==> config.mk <==
export PLATFORM = sky130hd
export DESIGN_NAME = spi_master_xfer_ctrl
export DESIGN_NICKNAME = d
export VERILOG_FILES = /design/src/rtl/spi_master_xfer_ctrl.sv
export SDC_FILE = /design/constraint.sdc
export NUM_CORES = 1
export LEC_CHECK = 0
export CORE_MARGIN = 8
export CORE_UTILIZATION = 52
export DETAILED_ROUTE_END_ITERATION = 10
export PLACE_DENSITY = 0.77
export SLEW_MARGIN = 25
export SYNTH_ARGS = -nofsm -noshare
export SYNTH_HDL_FRONTEND = slang
export SYNTH_SLANG_ARGS = --single-unit
==> constraint.sdc <==
create_clock -name clk_cpu -period 3.03 [get_ports clk_cpu]
set_input_delay 0.909 -clock clk_cpu [delete_from_list [all_inputs] [get_ports clk_cpu]]
set_output_delay 0.909 -clock clk_cpu [all_outputs]
set_load 0.02 [all_outputs]
==> src/rtl/spi_master_xfer_ctrl.sv <==
// SPI mode-0 master transfer sequencer: one DATA_WIDTH word out on MOSI (MSB first)
// while MISO is captured, with the SCK half-period latched from spi_bitrate at acceptance.
module spi_master_xfer_ctrl #(
   parameter int unsigned DATA_WIDTH = 8
) (
   input  logic                  clk_cpu,
   input  logic                  rst,
   input  logic [31:0]           spi_bitrate,
   input  logic                  start,
   input  logic [DATA_WIDTH-1:0] tx_data,
   output logic                  busy,
   output logic                  done,
   output logic [DATA_WIDTH-1:0] rx_data,
   output logic                  CS_n,
   output logic                  SCK,
   output logic                  MOSI,
   input  logic                  MISO
);

   localparam int unsigned      TGL_W    = $clog2(2 * DATA_WIDTH + 1);
   localparam logic [TGL_W-1:0] LAST_TGL = TGL_W'(2 * DATA_WIDTH - 1);

   typedef enum logic [2:0] {
      ST_IDLE,
      ST_ARM,
      ST_SETUP,
      ST_SHIFT,
      ST_HOLD
   } state_t;

   state_t                state_q, state_d;
   logic [31:0]           n_q, n_d;
   logic [31:0]           cnt_q, cnt_d;
   logic [TGL_W-1:0]      tgl_q, tgl_d;
   logic [DATA_WIDTH-1:0] tx_sr_q, tx_sr_d;
   logic [DATA_WIDTH-1:0] rx_sr_q, rx_sr_d;
   logic [DATA_WIDTH-1:0] rx_data_q, rx_data_d;
   logic                  busy_q, busy_d;
   logic                  done_q, done_d;
   logic                  cs_n_q, cs_n_d;
   logic                  sck_q, sck_d;
   logic                  mosi_q, mosi_d;
   logic                  hp_end;
   logic                  accept;

   assign hp_end = (cnt_q == n_q - 32'd1);

   // ARM is a one-cycle pre-select state; accepting on the final HOLD edge lets a
   // held start chain transfers with CS_n high for a single cycle.
   assign accept = start && ((state_q == ST_IDLE) || ((state_q == ST_HOLD) && hp_end));

   always_comb begin
      state_d   = state_q;
      n_d       = n_q;
      cnt_d     = cnt_q;
      tgl_d     = tgl_q;
      tx_sr_d   = tx_sr_q;
      rx_sr_d   = rx_sr_q;
      rx_data_d = rx_data_q;
      busy_d    = busy_q;
      done_d    = 1'b0;
      cs_n_d    = cs_n_q;
      sck_d     = sck_q;
      mosi_d    = mosi_q;

      case (state_q)
         ST_IDLE: begin
         end
         ST_ARM: begin
            state_d = ST_SETUP;
            cs_n_d  = 1'b0;
            mosi_d  = tx_sr_q[DATA_WIDTH-1];
            cnt_d   = '0;
            tgl_d   = '0;
         end
         ST_SETUP, ST_SHIFT: begin
            if (hp_end) begin
               cnt_d = '0;
               tgl_d = tgl_q + 1'b1;
               sck_d = ~sck_q;
               if (!sck_q) begin
                  rx_sr_d = {rx_sr_q[DATA_WIDTH-2:0], MISO};
                  state_d = ST_SHIFT;
               end else if (tgl_q == LAST_TGL) begin
                  state_d = ST_HOLD;
               end else begin
                  tx_sr_d = tx_sr_q << 1;
                  mosi_d  = tx_sr_q[DATA_WIDTH-2];
               end
            end else begin
               cnt_d = cnt_q + 32'd1;
            end
         end
         ST_HOLD: begin
            if (hp_end) begin
               state_d   = ST_IDLE;
               done_d    = 1'b1;
               busy_d    = 1'b0;
               cs_n_d    = 1'b1;
               mosi_d    = 1'b0;
               rx_data_d = rx_sr_q;
            end else begin
               cnt_d = cnt_q + 32'd1;
            end
         end
         default: begin
            state_d = ST_IDLE;
         end
      endcase

      if (accept) begin
         state_d = ST_ARM;
         busy_d  = 1'b1;
         n_d     = (spi_bitrate == '0) ? 32'd1 : spi_bitrate;
         tx_sr_d = tx_data;
         rx_sr_d = '0;
         cnt_d   = '0;
      end
   end

   always_ff @(posedge clk_cpu) begin
      if (rst) begin
         state_q   <= ST_IDLE;
         n_q       <= '0;
         cnt_q     <= '0;
         tgl_q     <= '0;
         tx_sr_q   <= '0;
         rx_sr_q   <= '0;
         rx_data_q <= '0;
         busy_q    <= 1'b0;
         done_q    <= 1'b0;
         cs_n_q    <= 1'b1;
         sck_q     <= 1'b0;
         mosi_q    <= 1'b0;
      end else begin
         state_q   <= state_d;
         n_q       <= n_d;
         cnt_q     <= cnt_d;
         tgl_q     <= tgl_d;
         tx_sr_q   <= tx_sr_d;
         rx_sr_q   <= rx_sr_d;
         rx_data_q <= rx_data_d;
         busy_q    <= busy_d;
         done_q    <= done_d;
         cs_n_q    <= cs_n_d;
         sck_q     <= sck_d;
         mosi_q    <= mosi_d;
      end
   end

   assign busy    = busy_q;
   assign done    = done_q;
   assign rx_data = rx_data_q;
   assign CS_n    = cs_n_q;
   assign SCK     = sck_q;
   assign MOSI    = mosi_q;

endmodule

### Yosys cells after proc, flatten, opt, wreduce, memory -nomap -nowiden

Cells that the tools add are included.

| storage, ports and cells | value |
|---|---|
| register bits after elaboration | 101 |
| input bits | 44 |
| output and inout bits | 13 |
| word-level logic and storage cells | 89 |

| operators by class | value |
|---|---|
| $add $sub $neg | 3 |
| eq/ne operators | 17 |
| multiplexer cells | 27 |
| bitwise operators | 3 |
| reductions and logical operators | 26 |

Operators by type and width:

| kind | count |
|---|---|
| 32-bit two-way mux | 3 |
| 32-bit one-hot mux with 3 select lines | 1 |
| 8-bit two-way mux | 5 |
| 32-bit by 1-bit adder with 32-bit output (second input constant) | 1 |
| 32-bit equality test | 1 |
| 32-bit logical NOT | 1 |
| 32-bit by 1-bit subtractor with 32-bit output (second input constant) | 1 |
| 2-bit != test (second input constant) | 7 |
| 3-bit two-way mux | 4 |
| 3-bit one-hot mux with 4 select lines | 1 |
| 2-bit AND reduction | 6 |
| 4-bit AND reduction | 3 |
| 2-bit nonzero test | 6 |
| 5-bit one-hot mux with 2 select lines | 1 |
| 1-bit two-way mux | 9 |
| 3-bit != test (second input constant) | 3 |
| 3-bit by 2-bit equality test with 1-bit output (second input constant) | 2 |
| 2-bit OR reduction | 3 |
| 5-bit by 1-bit adder with 5-bit output (second input constant) | 1 |
| 5-bit by 4-bit equality test with 1-bit output (second input constant) | 1 |
| 5-bit two-way mux | 1 |
| 5-bit AND reduction | 1 |
| 4-bit != test (second input constant) | 1 |
| 3-bit by 1-bit equality test with 1-bit output (second input constant) | 1 |
| other kinds (9) | 12 |

### Depth between registers and ports, before layout

| logic depth | value |
|---|---|
| depth after elaboration | 7 |
| gate-level depth with buffers | 13 |
| mapped depth without buffers | 11 |

### Worst setup path after synthesis

Ideal clock, no wire load.

| timing | value |
|---|---|
| path type | reg-to-reg |
| start | reg n_q[10] |
| end | reg tx_sr_q[6] |
| setup time | 0.074 ns |
| data arrival time | 3.056 ns |
| required time | 2.956 ns |
| slack | -0.100 ns |
| cell stages (with the launch flop) | 11 |
| path buffers | 1 |
| clock period less this slack | 3.130 ns |
| cells stage by stage | dfxtp_1 -> buf_6 -> nor4_4 -> and4_1 -> and2_1 -> xnor2_1 -> nand2_1 -> or4_4 -> or3_4 -> or4_1 -> a31oi_1 |

| on the way | value |
|---|---|
| cells in the longest elaborated chain, start to end | 7 |
| elaborated cells on any way between the ends | 11 |
| those cells by class | add/sub (1); eq/ne (2); mux (1); reduce/logical (7) |

RTL lines:

| what | line | source |
|---|---|---|
| start: declaration | 32 | `logic [31:0] n_q, n_d;` |
| start signal: assignment | 137 | `n_q <= n_d;` |
| 32-bit by 1-bit subtractor with 32-bit output * | 46 | `assign hp_end = (cnt_q == n_q - 32'd1);` |
| 32-bit equality test * | 46 |  |
| 1-bit logical AND | 50 | `assign accept = start && ((state_q == ST_IDLE) \|\| ((state_q == ST_HOLD) && hp_end));` |
| 1-bit logical OR | 50 |  |
| 1-bit logical AND | 50 |  |
| 2-bit != test (no line) or 2-bit nonzero test (tied branches) | -- |  |
| 4-bit AND reduction (no line) | -- |  |
| end signal: assignment | 140 | `tx_sr_q <= tx_sr_d;` |
| end: declaration | 35 | `logic [DATA_WIDTH-1:0] tx_sr_q, tx_sr_d;` |

Every way passes the cells marked *; elsewhere a longest branch is shown, timed or not.
A chain may end at the register's enable or synchronous reset.

### Worst setup path after layout

| timing | value |
|---|---|
| start | reg n_q[6] |
| end | reg n_q[13] |

| on the way | value |
|---|---|
| cells in the longest elaborated chain, start to end | 5 |

RTL lines:

| what | line |
|---|---|
| 32-bit by 1-bit subtractor with 32-bit output | 46 |
| 32-bit equality test | 46 |
| 1-bit logical AND | 50 |
| 1-bit logical OR | 50 |
| 1-bit logical AND | 50 |

No other way between the ends.

==> run metrics <==
first-pass GRT wire length=27,400 µm; drt initial violations=470; final instance area=7630 µm²; post-synthesis sequential area ratio=35.6%; via count=5,871; FF-to-FF setup slack=-160 ps; startpoint types=register; violated checks=setup timing; clock root buffer=clkbuf_8; I/O pin total=57; Slew HR=54.6%; die width=120 µm; clk sinks=101; Critical R2R Launch=n_q[6]; Power, Total=0.00355 W; fill count=835; P_leak=2.74 nW; crit path kind=reg2reg; unrepaired setup endpoints after global routing=true; terminus of the critical flop-to-flop path=n_q[13]; pwr/cell area=465 nW/µm²; number of remaining DRC errors=0; synth cell count leaders=dfxtp_1 (101), a21oi_1 (56), nor2_1 (44); CP Capture Type=register; Final Cycle Share=105%; synthesis warning total=0; clock tree buffer depth=2; final setup vio count=84; vias in the first global route=5,603; Post-synth EDFFs=0; ANT cells=0; initial antenna violation count=0; #FFs+latches synth=101; row count=38; gr usage total=23.2%; core box area=10,700 µm²; Max Cap Viol=0; starting density of the core=52.8%; height of the die=120 µm; Pins Over Slew Limit=0; largest net degree at the start of global routing=32; Cell Chain, Critical Path=or4_4, a2111oi_4, a41o_1, nor2_1, or4_4, o31a_1, nor4_4, buf_6, clkbuf_16, a22o_1; Reg clk slew, reported paths=100 ps; R2R depth=10; dpl ws=-192 ps; CTS tree=done; Synth top area share=35.6%; Multi-input gate area=3700 µm²; Worst Setup EP=n_q[13]; peak supply drop=0.000411 V; final worst setup slack=-165 ps; syn_nets=709; Crit path arrival time=3530 ps; dominant cell type by area after synthesis=dfxtp_1; crit path time final=3190 ps; # port buffers=56; Remaining Overflow, GRT=0; clk_lat worst skew=400 ps; Placer Congestion=0.977; Achievable Freq=313 MHz; Vias/cell=6.32; hold buffer count at cts=0; Syn Area/Cell=8.58 µm²; Die ar.=14,500 µm²; WP data required=3370 ps; P&R area growth vs syn=34.6%; post-synth cell types=64; storage element area=2030 µm²; Synth Instances=661; drt first pass iters=5; average wire per standard cell=19.4 µm; worst hold path type=reg2reg; endpoints failing hold=0; async set-reset flop share out of synthesis=0%; ranking of synthesized cells by area=dfxtp_1 (36%), a21oi_1 (4.9%), a22o_1 (4.8%); Clock Skew=9.82 ps; Post-DRT Antenna Nets=0; Most common cell on crit path=or4_4; critical path peak fanout=8; share of post-route cells with drive strength above 1=25.0%; H-tree levels=3; Most used DFF post-synth=dfxtp_1; drt total wl=18,000 µm; Top Family by Delay on Critical Path=simple AND/OR/NAND/NOR gates; CTS buffer count=9; DP Area=6910 µm²; Critical Path Start=n_q[6]; Critical Path Max Stage Delay=580 ps; most frequent cell after synthesis=dfxtp_1; Netlist Area Pre-Place=5670 µm²; slowest CP cell=or4_4; hpwl dp=12,200 µm; Crit path depth=10; Layout Nets=832; worst slew pin tran=681 ps; total negative setup slack=-7960 ps; status=finished, violations left; critical path buffer and inverter count=2
## what timing repair did
item | in CTS | in global routing
gates resized for setup | 43 | 52
endpoints found under the setup margin | 94 | 97
buffers inserted | 4 | 3
cloned | 4 | 6
pin swaps | 8 | 16
## metrics by stage
stage	hold WS [ps]	utilization (%)	instances
after floorplan	449	-	661
after global placement	459	64.3	897
after detailed placement	471	64.3	897
after CTS	486	68.4	921
after global routing	513	71.0	929
final	491	71.0	929
## power breakdown
group,total (W),switching (W),internal (W)
sequential,0.00145,0.0000651,0.00139
clock,0.000953,0.000515,0.000438
combinational,0.00114,0.000593,0.000550
## worst register-to-register path, delay by kind of cell, from the launching register on
kind | cells | cell delay, ps
AND/OR/NAND/NOR | 4 | 1410
AO/OA/AOI/OAI | 4 | 1030
buffers and inverters | 2 | 360
flip-flops | 1 | 350
## worst min-delay path by stage
stage               cells past startpoint  startpoint        to  slack, ps
finish                                  2    tgl_q[3]  tgl_q[3]        490
global route                            2    tgl_q[4]  tgl_q[4]        510
CTS                                     2    tgl_q[3]  tgl_q[3]        490
floorplan                               2    tgl_q[3]  tgl_q[3]        450
detailed placement                      2    tgl_q[3]  tgl_q[3]        470
global placement                        2    tgl_q[4]  tgl_q[4]        460
## final cells by class
class / count / share of cell area, %
clock buffers: 11 / 1.98
clock inverters: 5 / 0.852
inverters: 16 / 0.787
multi-input cells: 503 / 48.5
flip-flops and latches: 101 / 26.6
well taps: 140 / 2.29
repair buffers: 153 / 19.0
## cell usage in the layout, fill, tap and decap left out, types with 4 or more instances in the layout
cell / synthesis / final
a21oi_1: 56 / 44
or4_1: 26 / 12
nor4_4: 4 / 8
o21ai_0: 30 / 16
buf_8: 0 / 4
xor2_1: 19 / 18
a31oi_1: 5 / 5
o31ai_2: 2 / 4
mux2i_1: 15 / 15
nand2_1: 28 / 28
nand3_1: 26 / 25
or2_2: 6 / 6
nand2b_1: 6 / 6
nor3_1: 16 / 13
xnor2_1: 25 / 24
dfxtp_1: 101 / 94
nand4_1: 14 / 14
inv_1: 15 / 15
buf_4: 3 / 78
nor2_1: 44 / 44
nor4_1: 20 / 15
and3_1: 6 / 6
o21ai_1: 0 / 12
a22o_1: 31 / 31
o31ai_1: 25 / 23
dfxtp_2: 0 / 7
or3_1: 17 / 16
o211ai_1: 9 / 9
a21oi_2: 0 / 12
nand3b_1: 11 / 11
buf_6: 2 / 7
clkbuf_8: 0 / 11
clkdlybuf4s50_1: 0 / 56
or4_4: 3 / 17
## layer usage
layer	vias up	wire [µm]	GRT usage, %
li1	2764	-	-
met2	221	8900	39.9
met3	69	1090	3.73
met1	2817	7220	27.3
met5	-	0	0
met4	0	765	12.0
## cells by family after synthesis
kind of cell / synth area share, %
buffers and inverters: 4.52
multiplexers: 2.85
flip-flops: 35.6
AO/OA/AOI/OAI: 22.5
AND/OR/NAND/NOR: 26.9
adder cells (fa/ha/maj): 0.882
XOR/XNOR: 6.79
## state kept, by name, indices dropped and copies added (netlist names)
register / count
rx_data: 8
MOSI: 1
SCK: 1
tx_sr_q: 8
n_q: 32
tgl_q: 5
CS_n: 1
rx_sr_q: 8
done: 1
state_q: 3
busy: 1
cnt_q: 32
(Power assumes the default switching activity.)
